===== config.mk =====
export PLATFORM = sky130hd
export DESIGN_NAME = inst_loader_flat
export DESIGN_NICKNAME = d
export VERILOG_FILES = /design/src/rtl/inst_loader_pkg.sv /design/src/rtl/inst_loader_if.sv /design/src/rtl/inst_loader_word_packer.sv /design/src/rtl/inst_loader.sv /design/src/flat_wrapper.sv
export SDC_FILE = /design/constraint.sdc
export NUM_CORES = 1
export LEC_CHECK = 0
export BUFFER_PORTS_ARGS = -buffer_cell sky130_fd_sc_hd__buf_2
export CAP_MARGIN = 20
export CORE_MARGIN = 5
export CORE_UTILIZATION = 58
export DETAILED_ROUTE_END_ITERATION = 6
export HOLD_SLACK_MARGIN = 0.08
export PLACE_DENSITY = 0.84
export SLEW_MARGIN = 20
export SYNTH_ARGS = -nofsm -noshare
export SYNTH_HDL_FRONTEND = slang
export SYNTH_SLANG_ARGS = --single-unit

===== constraint.sdc =====
create_clock -name clk -period 3.7 [get_ports clk]
set_input_delay 0.37 -clock clk [delete_from_list [all_inputs] [get_ports clk]]
set_output_delay 0.37 -clock clk [all_outputs]
set_load 0.01 [all_outputs]

===== src/rtl/inst_loader_pkg.sv =====
// rtl/inst_loader_pkg.sv - shared types, constants and header check for the instruction loader
package inst_loader_pkg;

  typedef enum logic [2:0] {
    HDR,
    DATA,
    WRITE,
    CSUM,
    DONE,
    ERR
  } state_t;

  localparam int BYTES_PER_WORD = 4;

  // A header is a word count; zero words or more words than the memory holds are rejected.
  function automatic logic hdr_ok(input logic [7:0] n, input int addr_w);
    return (n != 8'd0) && (32'(n) <= (32'd1 << addr_w));
  endfunction

endpackage


===== src/rtl/inst_loader_if.sv =====
// rtl/inst_loader_if.sv - byte stream in and instruction-memory write bundle
interface inst_loader_if #(
  parameter int ADDR_W = 5,
  parameter int DATA_W = 32
);
  logic              in_valid;
  logic [7:0]        in_data;
  logic              in_ready;
  logic              mem_we;
  logic [ADDR_W-1:0] mem_addr;
  logic [DATA_W-1:0] mem_wdata;

  // Host / memory side.
  modport master (
    output in_valid, in_data,
    input  in_ready, mem_we, mem_addr, mem_wdata
  );

  // Loader side.
  modport slave (
    input  in_valid, in_data,
    output in_ready, mem_we, mem_addr, mem_wdata
  );
endinterface


===== src/rtl/inst_loader_word_packer.sv =====
// rtl/inst_loader_word_packer.sv - 4-lane byte register with running XOR checksum
module inst_loader_word_packer
  import inst_loader_pkg::*;
(
  input  logic                        clk,
  input  logic                        rst,
  input  logic                        clr,
  input  logic                        load,
  input  logic [1:0]                  lane,
  input  logic [7:0]                  byte_in,
  output logic [8*BYTES_PER_WORD-1:0] word,
  output logic [7:0]                  csum
);

  // Drop each accepted byte into its lane and fold it into the checksum; clr starts a new load.
  always_ff @(posedge clk) begin
    if (rst) begin
      word <= '0;
      csum <= 8'd0;
    end else if (clr) begin
      word <= '0;
      csum <= 8'd0;
    end else if (load) begin
      word[{lane, 3'b000} +: 8] <= byte_in;
      csum                      <= csum ^ byte_in;
    end
  end

endmodule


===== src/rtl/inst_loader.sv =====
// rtl/inst_loader.sv - boot loader: header, packed words to instruction memory, checksum, core reset release
module inst_loader
  import inst_loader_pkg::*;
#(
  parameter int ADDR_W = 5,
  parameter int DATA_W = 32
) (
  input  logic         clk,
  input  logic         rst,
  inst_loader_if.slave bus,
  input  logic         reload,
  output logic         cpu_rst,
  output logic         done,
  output logic         err
);

  state_t            state, state_nxt;
  logic [1:0]        byte_idx;
  logic [ADDR_W-1:0] word_idx;
  logic [ADDR_W-1:0] last_idx;
  logic              pk_clr;
  logic              pk_load;
  logic [DATA_W-1:0] pk_word;
  logic [7:0]        pk_csum;

  inst_loader_word_packer u_packer (
    .clk     (clk),
    .rst     (rst),
    .clr     (pk_clr),
    .load    (pk_load),
    .lane    (byte_idx),
    .byte_in (bus.in_data),
    .word    (pk_word),
    .csum    (pk_csum)
  );

  // The write address is the word counter itself; data comes straight from the packer register.
  assign bus.mem_addr  = word_idx;
  assign bus.mem_wdata = pk_word;

  // State register.
  always_ff @(posedge clk) begin
    if (rst) state <= HDR;
    else     state <= state_nxt;
  end

  // Next state and Moore outputs; in_valid only steers transitions and packer strobes.
  always_comb begin
    state_nxt    = state;
    bus.in_ready = 1'b0;
    bus.mem_we   = 1'b0;
    cpu_rst      = 1'b1;
    done         = 1'b0;
    err          = 1'b0;
    pk_clr       = 1'b0;
    pk_load      = 1'b0;
    case (state)
      HDR: begin
        bus.in_ready = 1'b1;
        if (bus.in_valid) begin
          if (hdr_ok(bus.in_data, ADDR_W)) begin
            pk_clr    = 1'b1;
            state_nxt = DATA;
          end else begin
            state_nxt = ERR;
          end
        end
      end
      DATA: begin
        bus.in_ready = 1'b1;
        if (bus.in_valid) begin
          pk_load = 1'b1;
          if (byte_idx == 2'd3) state_nxt = WRITE;
        end
      end
      WRITE: begin
        bus.mem_we = 1'b1;
        state_nxt  = (word_idx == last_idx) ? CSUM : DATA;
      end
      CSUM: begin
        bus.in_ready = 1'b1;
        if (bus.in_valid) state_nxt = (bus.in_data == pk_csum) ? DONE : ERR;
      end
      DONE: begin
        done    = 1'b1;
        cpu_rst = 1'b0;
        if (reload) state_nxt = HDR;
      end
      ERR: begin
        err = 1'b1;
        if (reload) state_nxt = HDR;
      end
      default: state_nxt = HDR;
    endcase
  end

  // Byte lane and word counters; last_idx holds N-1 so N=2**ADDR_W still fits the address width.
  always_ff @(posedge clk) begin
    if (rst) begin
      byte_idx <= 2'd0;
      word_idx <= '0;
      last_idx <= '0;
    end else begin
      case (state)
        HDR: if (bus.in_valid) begin
          byte_idx <= 2'd0;
          word_idx <= '0;
          last_idx <= ADDR_W'(bus.in_data - 8'd1);
        end
        DATA: if (bus.in_valid && byte_idx != 2'd3) byte_idx <= byte_idx + 2'd1;
        WRITE: if (word_idx != last_idx) begin
          word_idx <= word_idx + 1'b1;
          byte_idx <= 2'd0;
        end
        default: ;
      endcase
    end
  end

endmodule


===== src/flat_wrapper.sv =====
// flat-port wrapper written by rule: the top's interface ports become plain ports
module inst_loader_flat import inst_loader_pkg::*;
#(
  parameter int ADDR_W = 5,
  parameter int DATA_W = 32
)
  (clk, rst, reload, cpu_rst, done, err, bus_in_valid, bus_in_data, bus_in_ready, bus_mem_we, bus_mem_addr, bus_mem_wdata);
  inst_loader_if #(.ADDR_W(ADDR_W), .DATA_W(DATA_W)) bus_i ();
  input  logic clk;
  input  logic rst;
  input  logic reload;
  output logic cpu_rst;
  output logic done;
  output logic err;
  input wire logic [$bits(bus_i.in_valid)-1:0] bus_in_valid;
  input wire logic [$bits(bus_i.in_data)-1:0] bus_in_data;
  output wire logic [$bits(bus_i.in_ready)-1:0] bus_in_ready;
  output wire logic [$bits(bus_i.mem_we)-1:0] bus_mem_we;
  output wire logic [$bits(bus_i.mem_addr)-1:0] bus_mem_addr;
  output wire logic [$bits(bus_i.mem_wdata)-1:0] bus_mem_wdata;
  assign bus_i.in_valid = bus_in_valid;
  assign bus_i.in_data = bus_in_data;
  assign bus_in_ready = bus_i.in_ready;
  assign bus_mem_we = bus_i.mem_we;
  assign bus_mem_addr = bus_i.mem_addr;
  assign bus_mem_wdata = bus_i.mem_wdata;
  inst_loader #(.ADDR_W(ADDR_W), .DATA_W(DATA_W)) u_core (.clk(clk), .rst(rst), .bus(bus_i), .reload(reload), .cpu_rst(cpu_rst), .done(done), .err(err));
endmodule

Word level (Yosys, flattened, before mapping) --
Index checks and enable logic that the tools add are counted.
Storage, ports and cells: logic and storage cells 71, output and inout port bits 42, input bits 12, flip-flop bits (word level) 55
Operators by class: multiplexer cells 27, shifts and indexed selects 2, bitwise operators 1, eq/ne operators 17, magnitude comparators 1, reduce and logical (&&, ||, !) cells 13, add/sub/neg operators 4
Operators with widths (count):
- bitwise mux 32 bit | 1
- variable shift 8 x 7 -> 32 bit, first input constant | 1
- indexed part select 8 x 7 -> 32 bit | 1
- two-way mux 3 bit | 6
- one-hot mux 3 bit (5 select lines) | 1
- two-way mux 1 bit | 11
- two-way mux 5 bit | 2
- one-hot mux 5 bit (2 select lines) | 1
- == test 8 bit | 1
- <= comparator 8 x 6 -> 1 bit, second input constant | 1
- two-way mux 2 bit | 4
- inequality test 2 x 1 -> 1 bit, second input constant | 4
- inequality test 2 bit, second input constant | 4
- nonzero test 8 bit | 1
- XOR 8 bit | 1
- negation 5 -> 7 bit | 1
- == test 3 x 2 -> 1 bit, second input constant | 2
- == test 3 bit, second input constant | 2
- one-hot mux 2 bit (3 select lines) | 1
- adder 5 x 1 -> 5 bit, second input constant | 1
- == test 5 bit | 1
- inequality test 5 bit | 1
- AND reduction 5 bit | 1
- subtractor 5 x 1 -> 5 bit, second input constant | 1
- other kinds (12) | 14

Logic depth before layout (Yosys ltp) --
Gate-level depths: netlist (run 1).
depth after elaboration 6, depth in mapped cells 9, gate-level depth less buffers 7

Cells and area by module --
Synthesis (run 1) repeated with hierarchy kept, for this count alone.
Second synthesis, totals: cell total of the unflattened synthesis 313, area total of the unflattened synthesis 2757.6 sq um
By module, submodules not included:
- inst_loader_word_packer | times used 1, cells each 169, sequential area each 800.8 sq um, area each 1610.3 sq um
- inst_loader | times used 1, cells each 144, sequential area each 300.3 sq um, area each 1147.4 sq um

Worst setup path before layout (run 1) --
No wires, ideal clock.
path kind input to register, start input bus_in_data[0], end register u_core.u_packer.csum[0], setup slack 1.647 ns, cell stages on the path 9, required time 3.583 ns, setup time 0.117 ns, buffers on the path 2, data arrival time 1.935 ns, cell sequence clkbuf_1 inv_1 ha_1 nor4b_1 xor2_1 or3_1 o21ai_1 buf_2 nor2_1
Between the ends: word-level cells in the longest chain between the ends 6, elaborated cells between the ends (all ways) 8, those cells by class 1 x order compare; 3 x mux; 1 x bitwise; 3 x reduce/logical
RTL lines:
- start, declared | RTL line flat_wrapper.sv:16 | input wire logic [$bits(bus_i.in_data)-1:0] bus_in_data;
- <= comparator 8 x 6 -> 1 bit / nonzero test 8 bit (equally long branches) | RTL line inst_loader_pkg.sv:17 | return (n != 8'd0) && (32'(n) <= (32'd1 << addr_w));
- logical AND 1 bit | RTL line inst_loader_pkg.sv:17
- two-way mux 1 bit | RTL line inst_loader.sv:61 | if (hdr_ok(bus.in_data, ADDR_W)) begin
- two-way mux 1 bit | RTL line inst_loader.sv:60 | if (bus.in_valid) begin
- two-way mux 1 bit | RTL line inst_loader.sv:57 | case (state)
- OR reduction 2 bit (no source line)
- end signal, assigned | RTL line inst_loader_word_packer.sv:25 | csum <= csum ^ byte_in;
- end, declared | RTL line inst_loader_word_packer.sv:12 | output logic [7:0] csum
Several ways; a longest one is shown, not always the timed one. A chain may end at the register's enable or synchronous reset.

Worst setup path in the final report (run 1) --
start register u_core.byte_idx[0], end register u_core.u_packer.word[7]
Between the ends: word-level cells in the longest chain between the ends 3, elaborated cells between the ends (all ways) 4, those cells by class 1 x add/sub; 2 x shift; 1 x mux
RTL lines:
- start, declared | RTL line inst_loader.sv:18 | logic [1:0] byte_idx;
- start signal, assigned | RTL line inst_loader.sv:110 | DATA: if (bus.in_valid && byte_idx != 2'd3) byte_idx <= byte_idx + 2'd1;
- negation 5 -> 7 bit (*) | RTL line inst_loader_word_packer.sv:24 | word[{lane, 3'b000} +: 8] <= byte_in;
- indexed part select 8 x 7 -> 32 bit / variable shift 8 x 7 -> 32 bit (equally long branches) | RTL line inst_loader_word_packer.sv:24
- bitwise mux 32 bit (*) | RTL line inst_loader_word_packer.sv:24
- end signal, assigned by index | RTL line inst_loader_word_packer.sv:24
- end, declared | RTL line inst_loader_word_packer.sv:11 | output logic [8*BYTES_PER_WORD-1:0] word,
Every way passes the cells marked *; elsewhere a longest branch is shown, timed or not.

==> out/qor.csv, run 1 <==
stage,metric,value,unit
outcome,status,finished clean,
timing,Slew Limit Headroom,38.8,%
timing,Fin. Hold Viols,0,
power,leakage,1.20,nW
yosys,post-synthesis async set-or-reset flop share,0,%
clocking,CTS Root Cell,clkbuf_8,
yosys,Most used DFF post-synth,dfxtp_1,
critical_path,flop2flop setup slack,1510,ps
critical_path,crit path to,u_core.u_packer.word[7]$_SDFFE_PP0P_,
clocking,# H-tree levels,2,
final_layout,"commonest non-fill, non-tap cell in the layout",dfxtp_1,
final_layout,Layout area overhead,13.5,%
yosys,syn nets,342,
timing,max-slew violation count,0,
critical_path,Stages on worst setup path,5,
drt,final WL,6.01,mm
final_layout,register area,0.00110,mm^2
critical_path,Crit-path slowest cell,nor3b_1,
critical_path,Critical Path RT,3940,ps
drt,1st-iter DRT viols,149,
floorplanning,Starting Density,59.3,%
final_layout,fin area,0.00291,mm^2
yosys,post-synth top area share,42.9,%
floorplanning,Core Area,0.00432,mm^2
timing,minimum clock period,2190,ps
floorplanning,die height,76.5,um
critical_path,Top Family by Delay on Critical Path,simple AND/OR/NAND/NOR gates,
clocking,TritonCTS clock tree,built,
floorplanning,# IOs,54,
yosys,number of synthesized flops with an enable pin,0,
yosys,cell taking the most area after synthesis,dfxtp_1,
job,max-cap viol count,0,
floorplanning,Die Width,76.5,um
drt,detailed-route DRC error count,0,
drt,DR vias/cell,5.68,
power,VDD IR-drop max,263,uV
yosys,Synth warnings,0,
final_layout,Diodes inserted,0,
critical_path,critical path launch point,u_core.byte_idx[0]$_SDFFE_PP0P_,
timing,Worst Max-Slew Pin Slew,916,ps
clocking,"CTS clk-pin slew, worst paths",100,ps
timing,final setup violation count,0,
placed_design,PortBufs,53,
final_layout,fin nets,382,
yosys,register bit total from synthesis,55,
yosys,Post-Syn Area,0.00257,mm^2
final_layout,area of the multi-input gates,0.00134,mm^2
clocking,"Gates resized, CTS repair",0,
critical_path,CP max stage delay,760,ps
critical_path,cell chain of the critical path,"inv_1, ha_1, nor3b_1, nand3_1, a21oi_1",
timing,period utilization,59.1,%
yosys,post-synthesis sequential area ratio,42.9,%
critical_path,"Max FO, Critical Path",8,
yosys,synthesized area per cell,7.99,um^2
placed_design,Post-DP Area,0.00282,mm^2
critical_path,WP buf/inv,1,
critical_path,Critical Path Source Type,flop,
critical_path,r2r startpoint,u_core.byte_idx[0]$_SDFFE_PP0P_,
clocking,Post-CTS Hold Buffers,0,
critical_path,CP Capture Type,flop,
drt,post-route ant nets,0,
grt,Total GRT Usage,20.4,%
critical_path,cell depth of the worst flop-to-flop path,5,
grt,first-pass GRT wire length,9.98,mm
timing,TNS Setup,0,ps
drt,wire per inst,14.5,um
timing,RSZ-0062 raised after global routing,false,
clocking,Num CTS Buffers,5,
timing,clk_skew,5.71,ps
grt,vias in the first global route,2174,
final_layout,fill count,390,
floorplanning,Die ar.,0.00585,mm^2
clocking,clock sinks,55,
critical_path,FF-to-FF End,u_core.u_packer.word[7]$_SDFFE_PP0P_,
final_layout,highest-count cells in the layout ignoring fill and taps,"55 x dfxtp_1, 53 x buf_2, 52 x nand2_1",
power,pwr/cell area,400,mW/mm^2
final_layout,share of cells above drive strength 1,18.8,%
placed_design,DP Wirelength,4.25,mm
yosys,synth unique cells,34,
grt,pin count of the biggest net entering global routing,22,
clocking,CTS Buffer Depth,2,
critical_path,crit path kind,reg -> reg,
floorplanning,row count,24,
grt,grt ovf,0,
yosys,Synth area leaders,"dfxtp_1 43%, nand2_1 7.6%, a21oi_1 7.4%, nand3_1 7.2%, xor2_1 5.1%",
placed_design,Final GP Congestion,0.814,
critical_path,Worst Path Arrival,2430,ps
yosys,Syn Inst Count,321,
worst_hold_path,worst hold path class,in -> reg,
clocking,clock latency at the later pin of the worst-skew pair,310,ps
timing,Fmax,457,MHz
drt,Vias,2352,
clocking,Post-CTS Setup Inserts,0,
drt,TritonRoute pass-1 iters,4,
grt,initial antenna violation count,0,
-- worst min path at each step --
stage | from | to | slack (ps) | cells past startpoint
final | bus_in_data[7] | u_core.u_packer.word[23]$_SDFFE_PP0P_ | 410 | 3
after global routing | bus_in_data[5] | u_core.u_packer.word[5]$_SDFFE_PP0P_ | 410 | 3
after CTS | bus_in_data[5] | u_core.u_packer.word[5]$_SDFFE_PP0P_ | 400 | 3
after detailed placement | u_core.u_packer.word[22]$_SDFFE_PP0P_ | u_core.u_packer.word[22]$_SDFFE_PP0P_ | 440 | 2
after global placement | u_core.u_packer.word[25]$_SDFFE_PP0P_ | u_core.u_packer.word[25]$_SDFFE_PP0P_ | 440 | 2
after floorplan | rst | u_core.bus.mem_addr[2]$_SDFFE_PP0P_ | 450 | 1
-- logic make-up after synthesis --
group,after synthesis,synth area share (%)
DFF,55,42.9
xor gates and xnor gates,25,8.53
adders and majority gates,9,4.39
buffers and inverters,32,5.17
and+or+nand+nor,139,25.5
AOI/OAI and AO/OA,61,13.6
-- registers in the layout, indices dropped and copies added (netlist names) --
signal,flops
u_core.u_packer.csum,8
u_core.bus.mem_addr,5
u_core.state,3
u_core.last_idx,5
u_core.byte_idx,2
u_core.u_packer.word,32
-- power breakdown --
| group | total (mW) | switching [mW] | internal (mW) |
|---|---|---|---|
| Sequential | 0.644 | 0.0285 | 0.616 |
| Clock | 0.336 | 0.202 | 0.134 |
| Combinational | 0.185 | 0.115 | 0.0696 |
| Total | 1.17 | 0.346 | 0.819 |
-- per-stage QoR --
| stage | power [mW] | utilization (%) | setup slack (ps) | hold slack [ps] | instances |
|---|---|---|---|---|---|
| finish | 1.17 | 67.3 | 1510 | 410 | 414 |
| global route | 1.22 | 67.3 | 1350 | 406 | 414 |
| CTS | 1.17 | 67.3 | 1500 | 403 | 414 |
| detailed placement | 0.842 | 65.3 | 1540 | 442 | 406 |
| global placement | 0.836 | 65.3 | 1570 | 438 | 406 |
| floorplan | 0.792 | - | 1650 | 449 | 321 |
-- synthesized netlist by cell type, drive strengths merged (6+ instances only) --
master	n
dfxtp	55
buf	14
o21ai	7
nand3	37
inv	9
xnor2	10
nor3	6
a211oi	6
ha	9
nand2	52
clkbuf	9
xor2	15
a21oi	38
nor2	21
-- worst min-delay path: stages --
cell and delay, ps:
buf_2 160, nand3_1 80, a21oi_1 60
-- area by class of cell --
class | instances | area share, %
Clock buffer | 5 | 2.36
Clock inverter | 3 | 0.645
Inverter | 9 | 1.16
Multi-Input combinational cell | 234 | 45.9
Sequential cell | 55 | 37.8
Tap cell | 52 | 2.23
Timing Repair Buffer | 56 | 9.88
-- layer usage --
| metal | wire length [um] | share of wire [%] | track usage (%) |
|---|---|---|---|
| met5 | 0 | 0 | 0 |
| met4 | 97 | 1.6 | 5.94 |
| met3 | 360 | 6.0 | 6.03 |
| met2 | 2830 | 47 | 34.2 |
| met1 | 2720 | 45 | 25.3 |
(Power assumes the default switching activity.)
==> run 2, diff against run 1 <==
--- a/config.mk
+++ b/config.mk
@@ -5,13 +5,14 @@
 export SDC_FILE = /design/constraint.sdc
 export NUM_CORES = 1
 export LEC_CHECK = 0
+export ABC_AREA = 1
 export BUFFER_PORTS_ARGS = -buffer_cell sky130_fd_sc_hd__buf_2
 export CAP_MARGIN = 20
 export CORE_MARGIN = 5
-export CORE_UTILIZATION = 58
+export CORE_UTILIZATION = 50
 export DETAILED_ROUTE_END_ITERATION = 6
 export HOLD_SLACK_MARGIN = 0.08
-export PLACE_DENSITY = 0.84
+export PLACE_DENSITY = 0.76
 export SLEW_MARGIN = 20
 export SYNTH_ARGS = -nofsm -noshare
 export SYNTH_HDL_FRONTEND = slang
==> constraint.sdc (replaced) <==
create_clock -name clk -period 2 [get_ports clk]
set_input_delay 0.2 -clock clk [delete_from_list [all_inputs] [get_ports clk]]
set_output_delay 0.2 -clock clk [all_outputs]
set_load 0.01 [all_outputs]
==> out/qor.csv, run 2 <==
stage,metric,value,unit
placed_design,Final GP Congestion,0.839,
timing,Slew Limit Headroom,68.5,%
yosys,syn nets,429,
timing,period utilization,90.4,%
yosys,post-synth top area share,38.5,%
final_layout,final cell count without fillers,531,
yosys,Post-Syn Area,0.00286,mm^2
outcome,status,finished clean,
placed_design,PortBufs,53,
drt,TritonRoute pass-1 iters,4,
timing,Fmax,553,MHz
final_layout,highest-count cells in the layout ignoring fill and taps,"101 x nand2_1, 55 x dfxtp_1, 53 x buf_2",
worst_hold_path,worst hold path class,in -> reg,
clocking,CTS Buffer Depth,2,
floorplanning,# IOs,54,
drt,1st-iter DRT viols,219,
drt,Vias,2775,
yosys,Synth area leaders,"dfxtp_1 38%, nand2_1 13%, nor2_1 5.5%, inv_1 5.2%, a21oi_1 5.1%",
yosys,Syn Inst Count,408,
power,leakage,1.51,nW
final_layout,Diodes inserted,0,
final_layout,share of cells above drive strength 1,19.0,%
power,VDD IR-drop max,615,uV
timing,RSZ-0062 raised after global routing,false,
floorplanning,die height,85.6,um
floorplanning,Core Area,0.00554,mm^2
yosys,post-synthesis async set-or-reset flop share,0,%
clocking,CTS Root Cell,clkbuf_8,
yosys,Most used DFF post-synth,dfxtp_1,
yosys,number of synthesized flops with an enable pin,0,
grt,grt ovf,0,
critical_path,"Max FO, Critical Path",15,
floorplanning,row count,27,
timing,final setup violation count,0,
yosys,top-count cell post-synth,nand2_1,
yosys,synth unique cells,33,
critical_path,Critical Path Source Type,flop,
final_layout,fill count,548,
worst_hold_path,hold path start,rst,
floorplanning,Starting Density,51.6,%
yosys,register bit total from synthesis,55,
drt,wire per inst,13.0,um
power,Overall Power,3.83,mW
timing,clk_skew,7.65,ps
critical_path,r2r startpoint,u_core.state[2]$_SDFFE_PP0P_,
grt,first-pass GRT wire length,11.6,mm
grt,vias in the first global route,2490,
drt,detailed-route DRC error count,0,
yosys,cell taking the most area after synthesis,dfxtp_1,
clocking,clock latency at the later pin of the worst-skew pair,320,ps
final_layout,Biggest register,u_core.u_packer.word,
timing,max-slew violation count,0,
grt,pin count of the biggest net entering global routing,41,
final_layout,largest registers,"u_core.u_packer.word (32), u_core.u_packer.csum (8)",
final_layout,Final Util,59.1,%
critical_path,Worst Path Arrival,2020,ps
yosys,synthesized area per cell,7.01,um^2
critical_path,Critical Path RT,2210,ps
placed_design,DP Cell Count,523,
drt,DR vias/cell,5.23,
clocking,# H-tree levels,2,
timing,minimum clock period,1810,ps
critical_path,CP Capture Type,flop,
grt,Total GRT Usage,19.2,%
timing,Worst Max-Slew Pin Slew,470,ps
yosys,Synth warnings,0,
clocking,TritonCTS clock tree,built,
critical_path,crit path kind,reg -> reg,
floorplanning,Die ar.,0.00733,mm^2
yosys,"top cells by count, synth","101 x nand2_1, 55 x dfxtp_1, 42 x nor2_1",
job,max-cap viol count,0,
clocking,clock sinks,55,
clocking,Num CTS Buffers,5,
power,pwr/cell area,1170,mW/mm^2
critical_path,critical path launch point,u_core.state[2]$_SDFFE_PP0P_,
timing,Fin. Hold Viols,0,
final_layout,Largest register FFs,32,
final_layout,"commonest non-fill, non-tap cell in the layout",nand2_1,
drt,final WL,6.92,mm
timing,TNS Setup,0,ps
grt,initial antenna violation count,0,
final_layout,fin nets,479,
placed_design,DP Wirelength,5.04,mm
final_layout,Layout area overhead,14.5,%
floorplanning,Die Width,85.6,um
clocking,Post-CTS Setup Inserts,0,
drt,post-route ant nets,0,
yosys,post-synthesis sequential area ratio,38.5,%
clocking,"CTS clk-pin slew, worst paths",110,ps
-- run 2: cell count changes after synthesis, sizes merged, moves of 5 or more --
cell	delta
nand2	+55
o31ai	+7
o21ai	+25
inv	+36
a211oi	-5
xor2	-8
nor2	+24
nand4	+19
a21oi	-9
nand3	-11
xnor2	-10
-- run 2: cells by family after synthesis --
| group | Yosys count | share of synthesized area, % |
|---|---|---|
| adders and majority gates | 9 | 3.94 |
| and+or+nand+nor | 203 | 31.9 |
| DFF | 55 | 38.5 |
| buffers and inverters | 63 | 9.97 |
| AOI/OAI and AO/OA | 71 | 13.6 |
| xor gates and xnor gates | 7 | 2.14 |
-- run 2: layout make-up --
cell class              count  area, um^2  area share [%]
inverters                  47         181            5.54
well taps                  72        90.1            2.75
clock inverters             3        28.8           0.879
multi-input cells         290        1480            45.2
flip-flops and latches     55        1100            33.6
clock buffers               5        68.8            2.10
repair buffers             59         323            9.86
-- run 2: final timing paths --
kind	to	slack [ps]	cells after the start
min	u_core.last_idx[2]$_SDFFE_PP0P_	160	2
min reg2reg	u_core.u_packer.word[23]$_SDFFE_PP0P_	470	2
max	u_core.u_packer.word[9]$_SDFFE_PP0P_	190	10
max reg2reg	u_core.u_packer.word[9]$_SDFFE_PP0P_	190	10
-- run 2: critical path: stages, from the launching register on --
cell     delay, ps
dfxtp_1        370
inv_2          130
nand3_2        140
inv_2          110
nand2_4        120
inv_4          170
nand2_1        100
inv_1          270
o21ai_0        140
o21ai_0         90
nor2_1          60
-- run 2: metrics by stage --
| stage | instance area, um^2 | setup slack [ps] | hold slack (ps) |
|---|---|---|---|
| 2_1_floorplan | 2870 | 25.6 | 360 |
| 3_3_place_gp | 3170 | 267 | 454 |
| 3_5_place_dp | 3170 | 230 | 453 |
| 4_1_cts | 3270 | 208 | 155 |
| 5_1_grt | 3270 | 9.90 | 177 |
| 6_report | 3270 | 192 | 162 |
-- run 2: what timing repair did --
action / 4_1_cts / 5_1_grt
hold endpoints to repair: 0 / 0
resized for setup: 0 / 1
endpoints found under the setup margin: 0 / 1
hold buffers: 0 / 0
-- run 2: power by group --
group / total [mW] / leakage, nW / internal [mW] / switching (mW)
Sequential: 1.40 / 0.446 / 1.25 / 0.149
Combinational: 1.76 / 1.02 / 0.596 / 1.16
Clock: 0.669 / 0.0502 / 0.261 / 0.408
Total: 3.83 / 1.51 / 2.11 / 1.72
-- run 2: routing by layer --
layer	wire, um	vias to the layer above	track usage, %	part of all wire [%]
met5	0	-	0	0
met4	56	0	4.60	0.81
met3	305	4	3.55	4.4
met2	3320	51	31.9	48
met1	3230	1289	25.7	47
li1	-	1431	-	-
==> run 3, diff against run 2 <==
--- a/config.mk
+++ b/config.mk
@@ -13,6 +13,7 @@
 export DETAILED_ROUTE_END_ITERATION = 6
 export HOLD_SLACK_MARGIN = 0.08
 export PLACE_DENSITY = 0.76
+export SETUP_SLACK_MARGIN = 0.2
 export SLEW_MARGIN = 20
 export SYNTH_ARGS = -nofsm -noshare
 export SYNTH_HDL_FRONTEND = slang
==> out/qor.csv, run 3 (synthesis gave the netlist of run 2 again) <==
stage,metric,value,unit
outcome,status,finished clean,
drt,final WL,7.24,mm
drt,detailed-route DRC error count,0,
critical_path,CP Capture Type,flop,
final_layout,share of cells above drive strength 1,20.2,%
timing,Fmax,583,MHz
timing,Worst Max-Slew Pin Slew,406,ps
clocking,CTS Root Cell,clkbuf_8,
timing,Fin. Hold Viols,0,
power,Overall Power,3.97,mW
critical_path,CP max stage delay,430,ps
floorplanning,# IOs,54,
clocking,clock latency at the later pin of the worst-skew pair,320,ps
critical_path,Worst Path Arrival,1970,ps
drt,wire per inst,13.6,um
final_layout,largest registers,"u_core.u_packer.word (32), u_core.u_packer.csum (8)",
clocking,clock sinks,55,
timing,RSZ-0062 raised after global routing,true,
final_layout,Layout area overhead,15.8,%
job,max-cap viol count,0,
timing,setup ws final,284,ps
floorplanning,row count,27,
final_layout,fin nets,482,
final_layout,Biggest register,u_core.u_packer.word,
placed_design,Final GP Congestion,0.871,
critical_path,"Max FO, Critical Path",9,
floorplanning,die height,85.6,um
timing,Slew Limit Headroom,72.9,%
clocking,TritonCTS clock tree,built,
grt,initial antenna violation count,0,
final_layout,highest-count cells in the layout ignoring fill and taps,"101 x nand2_1, 53 x buf_2, 53 x dfxtp_1",
timing,clk_skew,7.93,ps
drt,1st-iter DRT viols,161,
floorplanning,Core Area,0.00554,mm^2
timing,period utilization,85.8,%
timing,final setup violation count,0,
grt,vias in the first global route,2699,
drt,DR vias/cell,5.29,
placed_design,DP Wirelength,5.21,mm
critical_path,crit path kind,reg -> reg,
placed_design,pre-CTS WS,245,ps
timing,TNS Setup,0,ps
clocking,CTS Buffer Depth,2,
clocking,# H-tree levels,2,
critical_path,cell chain of the critical path,"inv_1, ha_1, buf_4, o41ai_1, o21ai_1, nor2_1",
clocking,"CTS clk-pin slew, worst paths",100,ps
grt,first-pass GRT wire length,11.9,mm
drt,TritonRoute pass-1 iters,4,
critical_path,Crit-path slowest cell,dfxtp_1,
floorplanning,Die ar.,0.00733,mm^2
final_layout,Largest register FFs,32,
timing,max-slew violation count,0,
critical_path,Critical Path RT,2260,ps
final_layout,Diodes inserted,0,
grt,pin count of the biggest net entering global routing,41,
floorplanning,Die Width,85.6,um
power,pwr/cell area,1200,mW/mm^2
drt,Vias,2819,
drt,post-route ant nets,0,
grt,grt ovf,0,
power,VDD IR-drop max,868,uV
grt,Total GRT Usage,20.0,%
power,leakage,1.53,nW
critical_path,Critical Path Source Type,flop,
final_layout,fill count,565,
timing,minimum clock period,1720,ps
placed_design,PortBufs,53,
floorplanning,Starting Density,51.6,%
clocking,Post-CTS Hold Buffers,0,
worst_hold_path,worst hold path class,in -> reg,
final_layout,"commonest non-fill, non-tap cell in the layout",nand2_1,
clocking,Num CTS Buffers,5,
[run 3: report_power, final]
| part | switching (mW) | internal (mW) | leakage [nW] |
|---|---|---|---|
| Combinational | 1.19 | 0.620 | 1.03 |
| Sequential | 0.158 | 1.25 | 0.447 |
| Clock | 0.376 | 0.367 | 0.0502 |
[run 3: area by class of cell]
class,instances,area [um^2],share of cell area [%]
well taps,72,90.1,2.72
flip-flops and latches,55,1100,33.3
inverters,47,181,5.48
repair buffers,62,345,10.4
clock inverters,2,37.5,1.13
multi-input cells,290,1490,44.9
clock buffers,5,68.8,2.08
[run 3: timing repair]
| action | 4_1_cts | 5_1_grt |
|---|---|---|
| resized for setup | 0 | 3 |
| setup buffers | 0 | 2 |
| setup endpoints to repair | 0 | 12 |
[run 3: routing by layer]
layer / wire, um / share of wire (%) / track usage [%]
met1: 3270 / 45 / 24.9
met2: 3360 / 46 / 32.6
met3: 458 / 6.3 / 5.38
met4: 154 / 2.1 / 8.06
met5: 0 / 0 / 0
[run 3: final timing paths]
check                           cells past startpoint                                   from                               endpoint  slack, ps
worst max-delay path                                6        u_core.byte_idx[1]$_SDFFE_PP0P_  u_core.u_packer.word[24]$_SDFFE_PP0P_        280
worst min-delay path                                2                                    rst           u_core.state[0]$_SDFFE_PP0P_        170
worst max register to register                      6        u_core.byte_idx[1]$_SDFFE_PP0P_  u_core.u_packer.word[24]$_SDFFE_PP0P_        280
worst min register to register                      2  u_core.u_packer.word[19]$_SDFFE_PP0P_  u_core.u_packer.word[19]$_SDFFE_PP0P_        470
[run 3: metrics by stage]
step / util (%) / hold slack [ps] / instance area, um^2 / cells
floorplan: - / 360 / 2900 / 408
global placement: 57.5 / 453 / 3190 / 524
detailed placement: 57.5 / 453 / 3190 / 524
CTS: 59.4 / 172 / 3290 / 531
global route: 59.8 / 167 / 3310 / 533
finish: 59.8 / 175 / 3310 / 533
[run 3: critical path: cells and delay by family, from the launching register on]
kind            cells  cell delay, ps
simple gates        1             110
flops               1             430
fa+ha+maj           1             320
compound gates      2             490
buf+inv             2             320
